### config.mk
export PLATFORM = sky130hd
export DESIGN_NAME = param_stack_unit_flat
export DESIGN_NICKNAME = d
export VERILOG_FILES = /design/src/rtl/param_stack_unit_if.sv /design/src/rtl/param_stack_unit.sv /design/src/flat_wrapper.sv
export SDC_FILE = /design/constraint.sdc
export NUM_CORES = 1
export LEC_CHECK = 0
export CORE_ASPECT_RATIO = 0.75
export CORE_MARGIN = 2
export CORE_UTILIZATION = 54
export CTS_CLUSTER_DIAMETER = 40
export DETAILED_ROUTE_END_ITERATION = 12
export PLACE_DENSITY = 0.73
export SETUP_SLACK_MARGIN = 0.1
export SYNTH_ARGS = -nofsm -noshare
export SYNTH_HDL_FRONTEND = slang
export SYNTH_SLANG_ARGS = --single-unit
export TNS_END_PERCENT = 50
### constraint.sdc
create_clock -name clk -period 6 [get_ports clk]
set_clock_uncertainty 0.1 [all_clocks]
set_input_delay 1.5 -clock clk [delete_from_list [all_inputs] [get_ports clk]]
set_output_delay 1.5 -clock clk [all_outputs]
set_load 0.01 [all_outputs]
### src/rtl/param_stack_unit_if.sv
// Bus bundle for param_stack_unit: operation request in, pop data and stack status out.
interface param_stack_unit_if #(
  parameter int DATA_W = 32,
  parameter int DEPTH  = 16
);
  localparam int CNT_W = $clog2(DEPTH + 1);

  logic [1:0]        op;
  logic [DATA_W-1:0] din;
  logic              flush;
  logic              err_clr;
  logic [DATA_W-1:0] dout;
  logic              dout_valid;
  logic [DATA_W-1:0] top;
  logic [CNT_W-1:0]  count;
  logic              empty;
  logic              full;
  logic              overflow;
  logic              underflow;

  modport master (
    output op, din, flush, err_clr,
    input  dout, dout_valid, top, count, empty, full, overflow, underflow
  );

  modport slave (
    input  op, din, flush, err_clr,
    output dout, dout_valid, top, count, empty, full, overflow, underflow
  );
endinterface

### src/rtl/param_stack_unit.sv
// Synchronous LIFO stack for CALL/RET and PUSH/POP, with replace, flush
// and sticky overflow/underflow flags. One operation per cycle.
module param_stack_unit #(
  parameter int DATA_W = 32,
  parameter int DEPTH  = 16
) (
  input logic                clk,
  input logic                rst_n,
  param_stack_unit_if.slave  bus
);
  localparam int CNT_W = $clog2(DEPTH + 1);
  localparam int IDX_W = $clog2(DEPTH);
  localparam logic [CNT_W-1:0] CNT_ZERO = {CNT_W{1'b0}};
  localparam logic [CNT_W-1:0] CNT_ONE  = {{(CNT_W-1){1'b0}}, 1'b1};
  localparam logic [CNT_W-1:0] CNT_MAX  = CNT_W'(DEPTH);

  localparam logic [1:0] OP_NOP     = 2'b00;
  localparam logic [1:0] OP_PUSH    = 2'b01;
  localparam logic [1:0] OP_POP     = 2'b10;
  localparam logic [1:0] OP_REPLACE = 2'b11;

  logic [DATA_W-1:0] mem_r [DEPTH];
  logic [CNT_W-1:0]  count_r;
  logic [DATA_W-1:0] dout_r;
  logic              dout_valid_r;
  logic              overflow_r;
  logic              underflow_r;

  logic [CNT_W-1:0]  count_nxt_s;
  logic [DATA_W-1:0] dout_nxt_s;
  logic              dout_valid_nxt_s;
  logic              overflow_nxt_s;
  logic              underflow_nxt_s;
  logic              we_s;
  logic [IDX_W-1:0]  waddr_s;
  logic [IDX_W-1:0]  top_idx_s;
  logic [IDX_W-1:0]  free_idx_s;
  logic              empty_s;
  logic              full_s;

  assign empty_s    = (count_r == CNT_ZERO);
  assign full_s     = (count_r == CNT_MAX);
  // Only meaningful when non-empty / non-full respectively; truncation is safe then.
  assign top_idx_s  = IDX_W'(count_r - CNT_ONE);
  assign free_idx_s = IDX_W'(count_r);

  // Next-state decode: flush overrides op, a new error beats err_clr.
  always_comb begin
    count_nxt_s      = count_r;
    dout_nxt_s       = dout_r;
    dout_valid_nxt_s = 1'b0;
    overflow_nxt_s   = overflow_r & ~bus.err_clr;
    underflow_nxt_s  = underflow_r & ~bus.err_clr;
    we_s             = 1'b0;
    waddr_s          = free_idx_s;
    if (bus.flush) begin
      count_nxt_s = CNT_ZERO;
    end else begin
      case (bus.op)
        OP_PUSH: begin
          if (!full_s) begin
            we_s        = 1'b1;
            waddr_s     = free_idx_s;
            count_nxt_s = count_r + CNT_ONE;
          end else begin
            overflow_nxt_s = 1'b1;
          end
        end
        OP_POP: begin
          if (!empty_s) begin
            dout_nxt_s       = mem_r[top_idx_s];
            dout_valid_nxt_s = 1'b1;
            count_nxt_s      = count_r - CNT_ONE;
          end else begin
            underflow_nxt_s = 1'b1;
          end
        end
        OP_REPLACE: begin
          we_s = 1'b1;
          if (!empty_s) begin
            dout_nxt_s       = mem_r[top_idx_s];
            dout_valid_nxt_s = 1'b1;
            waddr_s          = top_idx_s;
          end else begin
            waddr_s     = {IDX_W{1'b0}};
            count_nxt_s = CNT_ONE;
          end
        end
        OP_NOP: begin
          dout_valid_nxt_s = 1'b0;
        end
        default: begin
          dout_valid_nxt_s = 1'b0;
        end
      endcase
    end
  end

  // Control/status registers with synchronous active-low reset.
  always_ff @(posedge clk) begin
    if (!rst_n) begin
      count_r      <= CNT_ZERO;
      dout_r       <= {DATA_W{1'b0}};
      dout_valid_r <= 1'b0;
      overflow_r   <= 1'b0;
      underflow_r  <= 1'b0;
    end else begin
      count_r      <= count_nxt_s;
      dout_r       <= dout_nxt_s;
      dout_valid_r <= dout_valid_nxt_s;
      overflow_r   <= overflow_nxt_s;
      underflow_r  <= underflow_nxt_s;
    end
  end

  // Storage is never cleared; a write in a reset cycle is dropped.
  always_ff @(posedge clk) begin
    if (rst_n && we_s) begin
      mem_r[waddr_s] <= bus.din;
    end
  end

  assign bus.dout       = dout_r;
  assign bus.dout_valid = dout_valid_r;
  assign bus.top        = empty_s ? {DATA_W{1'b0}} : mem_r[top_idx_s];
  assign bus.count      = count_r;
  assign bus.empty      = empty_s;
  assign bus.full       = full_s;
  assign bus.overflow   = overflow_r;
  assign bus.underflow  = underflow_r;
endmodule

### src/flat_wrapper.sv
// flat-port wrapper written by rule: the top's interface ports become plain ports
module param_stack_unit_flat 
#(
  parameter int DATA_W = 32,
  parameter int DEPTH  = 16
)
  (clk, rst_n, bus_op, bus_din, bus_flush, bus_err_clr, bus_dout, bus_dout_valid, bus_top, bus_count, bus_empty, bus_full, bus_overflow, bus_underflow);
  param_stack_unit_if #(.DATA_W(DATA_W), .DEPTH(DEPTH)) bus_i ();
  input logic clk;
  input logic rst_n;
  input wire logic [$bits(bus_i.op)-1:0] bus_op;
  input wire logic [$bits(bus_i.din)-1:0] bus_din;
  input wire logic [$bits(bus_i.flush)-1:0] bus_flush;
  input wire logic [$bits(bus_i.err_clr)-1:0] bus_err_clr;
  output wire logic [$bits(bus_i.dout)-1:0] bus_dout;
  output wire logic [$bits(bus_i.dout_valid)-1:0] bus_dout_valid;
  output wire logic [$bits(bus_i.top)-1:0] bus_top;
  output wire logic [$bits(bus_i.count)-1:0] bus_count;
  output wire logic [$bits(bus_i.empty)-1:0] bus_empty;
  output wire logic [$bits(bus_i.full)-1:0] bus_full;
  output wire logic [$bits(bus_i.overflow)-1:0] bus_overflow;
  output wire logic [$bits(bus_i.underflow)-1:0] bus_underflow;
  assign bus_i.op = bus_op;
  assign bus_i.din = bus_din;
  assign bus_i.flush = bus_flush;
  assign bus_i.err_clr = bus_err_clr;
  assign bus_dout = bus_i.dout;
  assign bus_dout_valid = bus_i.dout_valid;
  assign bus_top = bus_i.top;
  assign bus_count = bus_i.count;
  assign bus_empty = bus_i.empty;
  assign bus_full = bus_i.full;
  assign bus_overflow = bus_i.overflow;
  assign bus_underflow = bus_i.underflow;
  param_stack_unit #(.DATA_W(DATA_W), .DEPTH(DEPTH)) u_core (.clk(clk), .rst_n(rst_n), .bus(bus_i));
endmodule
* Yosys cells after proc, flatten, opt, wreduce, memory -nomap -nowiden
Memories as Yosys holds them, arrays and structs flattened. Cells that the tools add are included.
Word-level totals: bits in registers 40, bits in writable memories 512, input port bits 38, logic and storage cells 50, memories kept 1
Operators by class: add/subtract/negate cells 2, eq/ne operators 7, muxes and demuxes 20, bitwise gates (word level) 7, reductions and logical operators 8
Memories:
- u_core.mem_r | depth 16, width 32, rd ports 1, clocked after Yosys merged registers in 0, write ports 1, line param_stack_unit.sv:22 | logic [DATA_W-1:0] mem_r [DEPTH];
Operator list (number):
- 32-bit 2-to-1 mux | 1
- 5-bit 2-to-1 mux | 3
- 5-bit one-hot mux with 3 select lines | 1
- 4-bit 2-to-1 mux | 3
- 1-bit 2-to-1 mux | 11
- 5-bit by 1-bit adder with 5-bit output, second input constant | 1
- 5-bit == test, second input constant | 1
- 5-bit zero test | 1
- 1-bit inverter | 5
- 5-bit by 1-bit subtractor with 5-bit output, second input constant | 1
- 2-bit == test, second input constant | 2
- 2-bit inequality test, second input constant | 2
- 4-bit AND reduction | 1
- 2-bit OR reduction | 2
- 3-bit AND reduction | 1
- 3-bit nonzero test | 1
- 3-bit OR reduction | 1
- 1-bit bitwise AND | 2
- 2-bit by 1-bit == test with 1-bit output, second input constant | 1
- 2-bit by 1-bit inequality test with 1-bit output, second input constant | 1
- 1-bit one-hot mux with 2 select lines | 1
- 1-bit logical AND | 1

* Logic depth before layout (Yosys ltp)
Gate-level depths: netlist (run 1).
word-level depth 7, gate-level depth with buffers 13, gate-level depth less buffers 8

* Worst setup path before layout (run 1)
OpenSTA, ideal clock, no wires.
kind input to register, start in bus_op[0], end mem u_core.mem_r[0][0], enable pin, setup time 421 ps, data arrival time 3946 ps, required time 5479 ps, slack 1533 ps, cell stages on the path 7, cell sequence buf_2 -> nand3b_1 -> clkbuf_1 -> or2_2 -> a211oi_1 -> a21oi_1 -> nor2_1
On the way: longest elaborated chain between the ends 6, elaborated cells between the ends (all ways) 9
RTL lines:
- from (decl) | line flat_wrapper.sv:11 | input wire logic [$bits(bus_i.op)-1:0] bus_op;
- 2-bit == test or 2-bit by 1-bit == test with 1-bit output (tied branches) | line param_stack_unit.sv:59 | case (bus.op)
- 1-bit one-hot mux with 2 select lines | line param_stack_unit.sv:59
- 1-bit 2-to-1 mux | line param_stack_unit.sv:56 | if (bus.flush) begin
- 1-bit logical AND | line param_stack_unit.sv:118 | if (rst_n && we_s) begin
- 1-bit 2-to-1 mux | line param_stack_unit.sv:118
- 1-bit 2-to-1 mux (not written as such) | line param_stack_unit.sv:119 | mem_r[waddr_s] <= bus.din;
- to (decl) | line param_stack_unit.sv:22
Several ways; a longest one is shown, not always the timed one.

* Worst setup path after layout (run 1)
start reg u_core.count_r[1] (netlist: u_core.bus.count[1]), end out bus_top[0]
On the way: longest elaborated chain between the ends 3, elaborated cells between the ends (all ways) 4
RTL lines:
- from (decl) | line param_stack_unit.sv:23 | logic [CNT_W-1:0] count_r;
- from (signal assigned) | line param_stack_unit.sv:108 | count_r <= count_nxt_s;
- 5-bit by 1-bit subtractor with 5-bit output | line param_stack_unit.sv:44 | assign top_idx_s = IDX_W'(count_r - CNT_ONE);
- memory 16 x 32 bit
- 32-bit 2-to-1 mux (*) | line param_stack_unit.sv:125 | assign bus.top = empty_s ? {DATA_W{1'b0}} : mem_r[top_idx_s];
- to (decl) | line flat_wrapper.sv:17 | output wire logic [$bits(bus_i.top)-1:0] bus_top;
Every way passes the cells marked *; elsewhere a longest branch is shown, timed or not.

==> results of run 1 <==
-- registers in the layout, indices dropped and copies added, names as in the netlist --
name and count:
u_core.bus.count 5, u_core.bus.overflow 1, u_core.bus.underflow 1, u_core.mem_r 512, u_core.bus.dout 32, u_core.bus.dout_valid 1
-- cell type report --
class                   count  area, µm²  area share, %
clock buffers              75       1520           5.79
multi-input cells         802       5960           22.7
flip-flops and latches    552      16200           61.5
clock inverters            30        310           1.18
well taps                 561        702           2.67
inverters                   8       32.5          0.124
repair buffers            159       1610           6.11
-- worst max-delay path, cell delays in order, from the launching register on --
cell             delay (ps)
dfxtp_1                 540
inv_1                   150
ha_4                    720
buf_4                   430
mux2i_1                 140
nand3_1                 100
nand4_1                 160
mux2_2                  320
nor2_1                  120
clkdlybuf4s50_1         560
-- power breakdown --
part           internal (mW)  switching (mW)  total, mW
combinational          0.516           0.706       1.22
sequential              4.24          0.0220       4.26
clock                   1.97            1.46       3.43
-- path summary, 6_finish.rpt --
path / to / depth (start not counted) / slack (ps) / startpoint
min reg2reg: u_core.bus.dout[21] / 2 / 370 / u_core.bus.dout[21]
max reg2reg: u_core.mem_r[10][17] / 9 / 1850 / u_core.bus.count[1]
max: bus_top[0] / 9 / 550 / u_core.bus.count[1]
min: u_core.bus.dout[21] / 2 / 370 / u_core.bus.dout[21]
-- cell usage in the layout (no fill, tap or decap), drive strengths merged, types with 3 or more instances in the layout --
cell type	count
buf	48
dfxtp	40
nor2	57
bufinv	4
a211oi	5
o31a	3
nor3	6
mux2i	256
nand4	65
clkbuf	75
a2bb2oi	32
clkinv	21
inv	11
nand2	11
nand3	256
nor2b	3
nand2b	3
clkdlybuf4s50	111
o21ai	35
edfxtp	512
a21oi	5
mux2	32
-- kinds of logic (layout without fill, tap and decap cells) --
family,Yosys count,in the layout
AOI/OAI and AO/OA,94,94
xor gates and xnor gates,4,4
adders and majority gates,2,2
buffers and inverters,118,272
DFF,552,552
muxes,288,288
and+or+nand+nor,414,414
-- layer usage --
layer,vias to the layer above,part of all wire [%]
met3,93,7.9
met1,6817,43
met2,592,47
li1,5976,-
met5,-,0.049
met4,4,2.2
-- repair_timing --
item                       in CTS  in global routing
setup endpoints to repair       0                  1
hold endpoints to repair        0                  0
hold buffers                    0                  0
setup buffers                   0                  1
==> flow_summary_export.csv, run 1 <==
group,metric,value,unit
pwr,p_total,8.91,mW
timing,hold_slack,372,ps
logic_synthesis,yosys_warnings,0,
grt,grt_use_met2,40.3,%
grt,first_global_vias,13021,
grt,met3_usage,4.09,%
clock_network,cts-root-buf,"clkbuf_16",
drt,drtIter0Drc,1406,
timing,final_max_slew_viol_count,0,
logic_synthesis,yosys-top-cells-count,"512 x edfxtp_1, 256 x mux2i_1, 256 x nand3_1, 69 x buf_2, 65 x nand4_1",
floorplanning,start_util,55.0,%
logic_synthesis,ys_seq_area_share,71.8,%
logic_synthesis,syn-num-nets,1512,
grt,grt_busiest_layer,"met2",
clock_network,htree_levels,2,
logic_synthesis,synth_compound_area_share,2.99,%
drt,wl,54600,µm
clock_network,clock_path_buffers,3,
drt,dr.pass1.iters,7,
logic_synthesis,ys_types,55,
timing,maxSlewHeadroom,23.2,%
logic_synthesis,synth_top_area_share,68.3,%
logic_synthesis,synth_ff_type,"edfxtp_1",
placement,dpl_cell_area,24500,µm²
timing,final.period_utilization,90.9,%
final_layout,antenna_cells,0,
timing,worst_slew_pin_slew,1150,ps
floorplanning,die_x,240,µm
timing,rsz0062_at_grt,"false",
floorplanning,dieArea,43400,µm²
pwr,peakVddDrop,0.000262,V
floorplanning,core_area,40900,µm²
floorplanning,core.rowCount,64,
logic_synthesis,synth_top_family_by_area,"multiplexers",
drt,viasPerCell,6.16,
clock_network,clk_latency,610,ps
drt,vias,13482,
timing,tns,0,ps
placement,post-place-ws,978,ps
grt,met1_usage,36.8,%
logic_synthesis,synth_cells,1472,
timing,setup_violations,0,
logic_synthesis,ys_seq_elements,552,
final_layout,fill_cells,2897,
pwr,p_per_area,339,nW/µm²
logic_synthesis,synth_most_common_cell,"edfxtp_1",
final_layout,final_util,64.3,%
setup_path,cp_max_fo,25,
drt,drt-wirelength-per-cell,25.0,µm
flow_run,max_cap_violations,0,
logic_synthesis,synth_xor_area_share,0.189,%
final_layout,areaGrowthSynthToFinish,16.9,%
grt,grt_max_degree,96,
setup_path,cp.required,4400,ps
pwr,power.leakage,8.43,nW
logic_synthesis,ys_async_sr_fraction,0,%
setup_path,crit_arrival,3850,ps
drt,final_antenna_net_count,0,
clock_network,clk_pin_slew,60,ps
clock_network,cts_tree,"yes",
placement,dp.cells,2081,
clock_network,cts_buffers,56,
placement,portBuffers,111,
final_layout,drive_gt1_share,12.3,%
final_layout,nNetsFinal,1619,
final_layout,final_area,26300,µm²
setup_path,end_kind,"output pin",
grt,track_usage,25.4,%
logic_synthesis,synthAdderAreaFrac,0.111,%
logic_synthesis,synthSimpleGateAreaFrac,9.46,%
worst_hold_path,min_path_type,"reg -> reg",
logic_synthesis,synthMuxAreaShare,13.0,%
grt,grt_pass1_wl,82100,µm
grt,overflow,0,
logic_synthesis,synth-edff-count,512,
setup_path,startpoint_type,"flop",
timing,hold_viol,0,
logic_synthesis,yosys.area.top_type,"edfxtp_1",
floorplanning,io_pins,112,
timing,setup_ws,545,ps
clock_network,cts_sinks,552,
placement,gp_congestion,0.789,
placement,hpwlAfterDp,28900,µm
timing,period_minus_slack,5450,ps
final_layout,fin_cells,2187,
grt,antenna_found_initial,2,
logic_synthesis,synth.cell_area,22500,µm²
floorplanning,die_h,181,µm
drt,drc,0,
clock_network,cts-resized-gates,0,
status,status,"completed",
logic_synthesis,yosys-top-cells-area,"edfxtp_1 68%, mux2i_1 11%, nand3_1 5.7%, dfxtp_1 3.6%, nand4_1 1.8%",
setup_path,crit_type,"reg -> out",
logic_synthesis,avgSynthCellArea,15.3,µm²
timing,fmax,183,MHz
Note: power is estimated with default switching activity, not from simulation.
==> run 2: changes to the inputs <==
--- a/config.mk
+++ b/config.mk
@@ -5,12 +5,13 @@
 export SDC_FILE = /design/constraint.sdc
 export NUM_CORES = 1
 export LEC_CHECK = 0
+export ABC_CLOCK_PERIOD_IN_PS = 6000
 export CORE_ASPECT_RATIO = 0.75
 export CORE_MARGIN = 2
 export CORE_UTILIZATION = 54
 export CTS_CLUSTER_DIAMETER = 40
 export DETAILED_ROUTE_END_ITERATION = 12
-export PLACE_DENSITY = 0.73
+export PLACE_DENSITY = 0.78
 export SETUP_SLACK_MARGIN = 0.1
 export SYNTH_ARGS = -nofsm -noshare
 export SYNTH_HDL_FRONTEND = slang
==> run 2 against run 1 <==
Net effect:
- final cell count down 0.37%
- clock-buffer cell count up 5
- sequential power about the same
- clock power about the same
- die area unchanged
- global-route usage down 0.29 points
- hold slack worse by 2.3 ps
- power down 0.24%
- sequential share of layout area about the same
- first-iteration DRC count up 13%
==> flow_summary_export.csv, run 2 (same netlist as run 1, synthesis figures left out) <==
group,metric,value,unit
final_layout,nNetsFinal,1608,
timing,final_max_slew_viol_count,0,
placement,hpwlAfterDp,28400,µm
clock_network,cts_tree,"yes",
final_layout,drive_gt1_share,11.5,%
timing,worst_slew_pin_slew,1270,ps
clock_network,clk_latency,600,ps
timing,tns,0,ps
timing,final.period_utilization,95.1,%
clock_network,hold_buffers,0,
floorplanning,core_area,40900,µm²
placement,post-place-ws,982,ps
timing,rsz0062_at_grt,"false",
drt,drt-wirelength-per-cell,25.0,µm
clock_network,cts-root-buf,"clkbuf_16",
worst_hold_path,min_path_type,"reg -> reg",
setup_path,cp.required,4400,ps
clock_network,cts_buffers,54,
timing,setup_ws,294,ps
drt,drc,0,
drt,dr.pass1.iters,5,
clock_network,clk_pin_slew,60,ps
floorplanning,die_x,240,µm
final_layout,regMostFlops,"u_core.mem_r",
clock_network,cts-resized-gates,0,
flow_run,max_cap_violations,0,
floorplanning,die_h,181,µm
floorplanning,core.rowCount,64,
final_layout,final_common_cell,"edfxtp_1",
setup_path,crit_arrival,4110,ps
grt,track_usage,25.1,%
timing,fmax,175,MHz
floorplanning,start_util,55.0,%
grt,grt_pass1_wl,80900,µm
final_layout,areaGrowthSynthToFinish,16.8,%
clock_network,htree_levels,2,
drt,final_antenna_net_count,0,
grt,overflow,0,
floorplanning,dieArea,43400,µm²
setup_path,end_kind,"output pin",
placement,gp_congestion,0.809,
timing,setup_violations,0,
final_layout,final_cell_mix,"512 x edfxtp_1, 256 x mux2i_1, 256 x nand3_1",
pwr,p_per_area,338,nW/µm²
setup_path,startpoint_type,"flop",
clock_network,cts_setup_buffers,0,
drt,vias,13572,
grt,first_global_vias,12973,
drt,drtIter0Drc,1585,
placement,portBuffers,111,
clock_network,clock_path_buffers,3,
pwr,power.leakage,8.38,nW
timing,hold_slack,369,ps
status,status,"completed",
drt,wl,54600,µm
floorplanning,io_pins,112,
clock_network,cts_sinks,552,
final_layout,largest_reg_flops,512,
timing,maxSlewHeadroom,14.9,%
timing,period_minus_slack,5710,ps
setup_path,cp_max_fo,47,
setup_path,crit_type,"reg -> out",
grt,antenna_found_initial,7,
pwr,peakVddDrop,0.000242,V
timing,hold_viol,0,
drt,viasPerCell,6.23,
grt,grt_max_degree,89,
run 2: cell count changes in the layout (fill, tap and decap cells not counted):
cell,change
buf_12,+7
buf_4,-16
clkbuf_1,+2
clkbuf_16,-2
clkbuf_8,+5
clkinv_1,+1
clkinv_16,-1
clkinv_2,-7
clkinv_4,-2
clkinv_8,-1
diode_2,+4
inv_16,+1
inv_8,+1
run 2: critical path, stage by stage, from the launching register on:
cell             delay [ps]
dfxtp_1                 530
inv_1                   150
ha_4                    910
buf_12                  350
mux2i_1                 120
nand3_1                 100
nand4_1                 160
mux2_2                  290
nor2_1                  190
clkdlybuf4s50_1         590
run 2: area by class of cell:
| type | count | area, µm² |
|---|---|---|
| timing repair buffer | 150 | 1630 |
| clock buffer | 80 | 1550 |
| tap | 561 | 702 |
| multi-input combinational | 802 | 5960 |
| antenna | 4 | 10.0 |
| fill | 2800 | 14600 |
| inverter | 8 | 32.5 |
| clock inverter | 22 | 246 |
| sequential | 552 | 16200 |
run 2: path summary, 6_finish.rpt:
kind,start,endpoint,slack [ps],cells after the start
setup / recovery,u_core.bus.count[1],bus_top[15],290,9
hold / removal,u_core.bus.dout[23],u_core.bus.dout[23],370,2
setup reg to reg,u_core.bus.count[1],u_core.mem_r[4][21],1740,9
hold reg to reg,u_core.bus.dout[23],u_core.bus.dout[23],370,2
run 2: routing by layer:
layer / routed length, µm / GRT usage (%) / vias up
met5: 14 / 0 / -
met4: 973 / 7.08 / 2
met3: 5120 / 5.01 / 82
met2: 25500 / 39.0 / 672
met1: 22900 / 36.2 / 6849
li1: - / - / 5967
run 2: power breakdown:
group          internal (mW)  leakage, nW  switching [mW]  total [mW]
logic                  0.518         2.58           0.706        1.22
clock network           1.97        0.876            1.43        3.41
registers               4.24         4.93          0.0229        4.26
total                   6.73         8.38            2.16        8.89
run 2: per-stage QoR:
| step | util [%] | area [µm²] | instances | power (mW) |
|---|---|---|---|---|
| after floorplan | - | 22500 | 1472 | 5.11 |
| after global placement | 59.9 | 24500 | 2073 | 5.53 |
| after detailed placement | 59.9 | 24500 | 2073 | 5.55 |
| after CTS | 64.3 | 26300 | 2175 | 8.91 |
| after global routing | 64.3 | 26300 | 2176 | 9.15 |
| final | 64.3 | 26300 | 2179 | 8.89 |
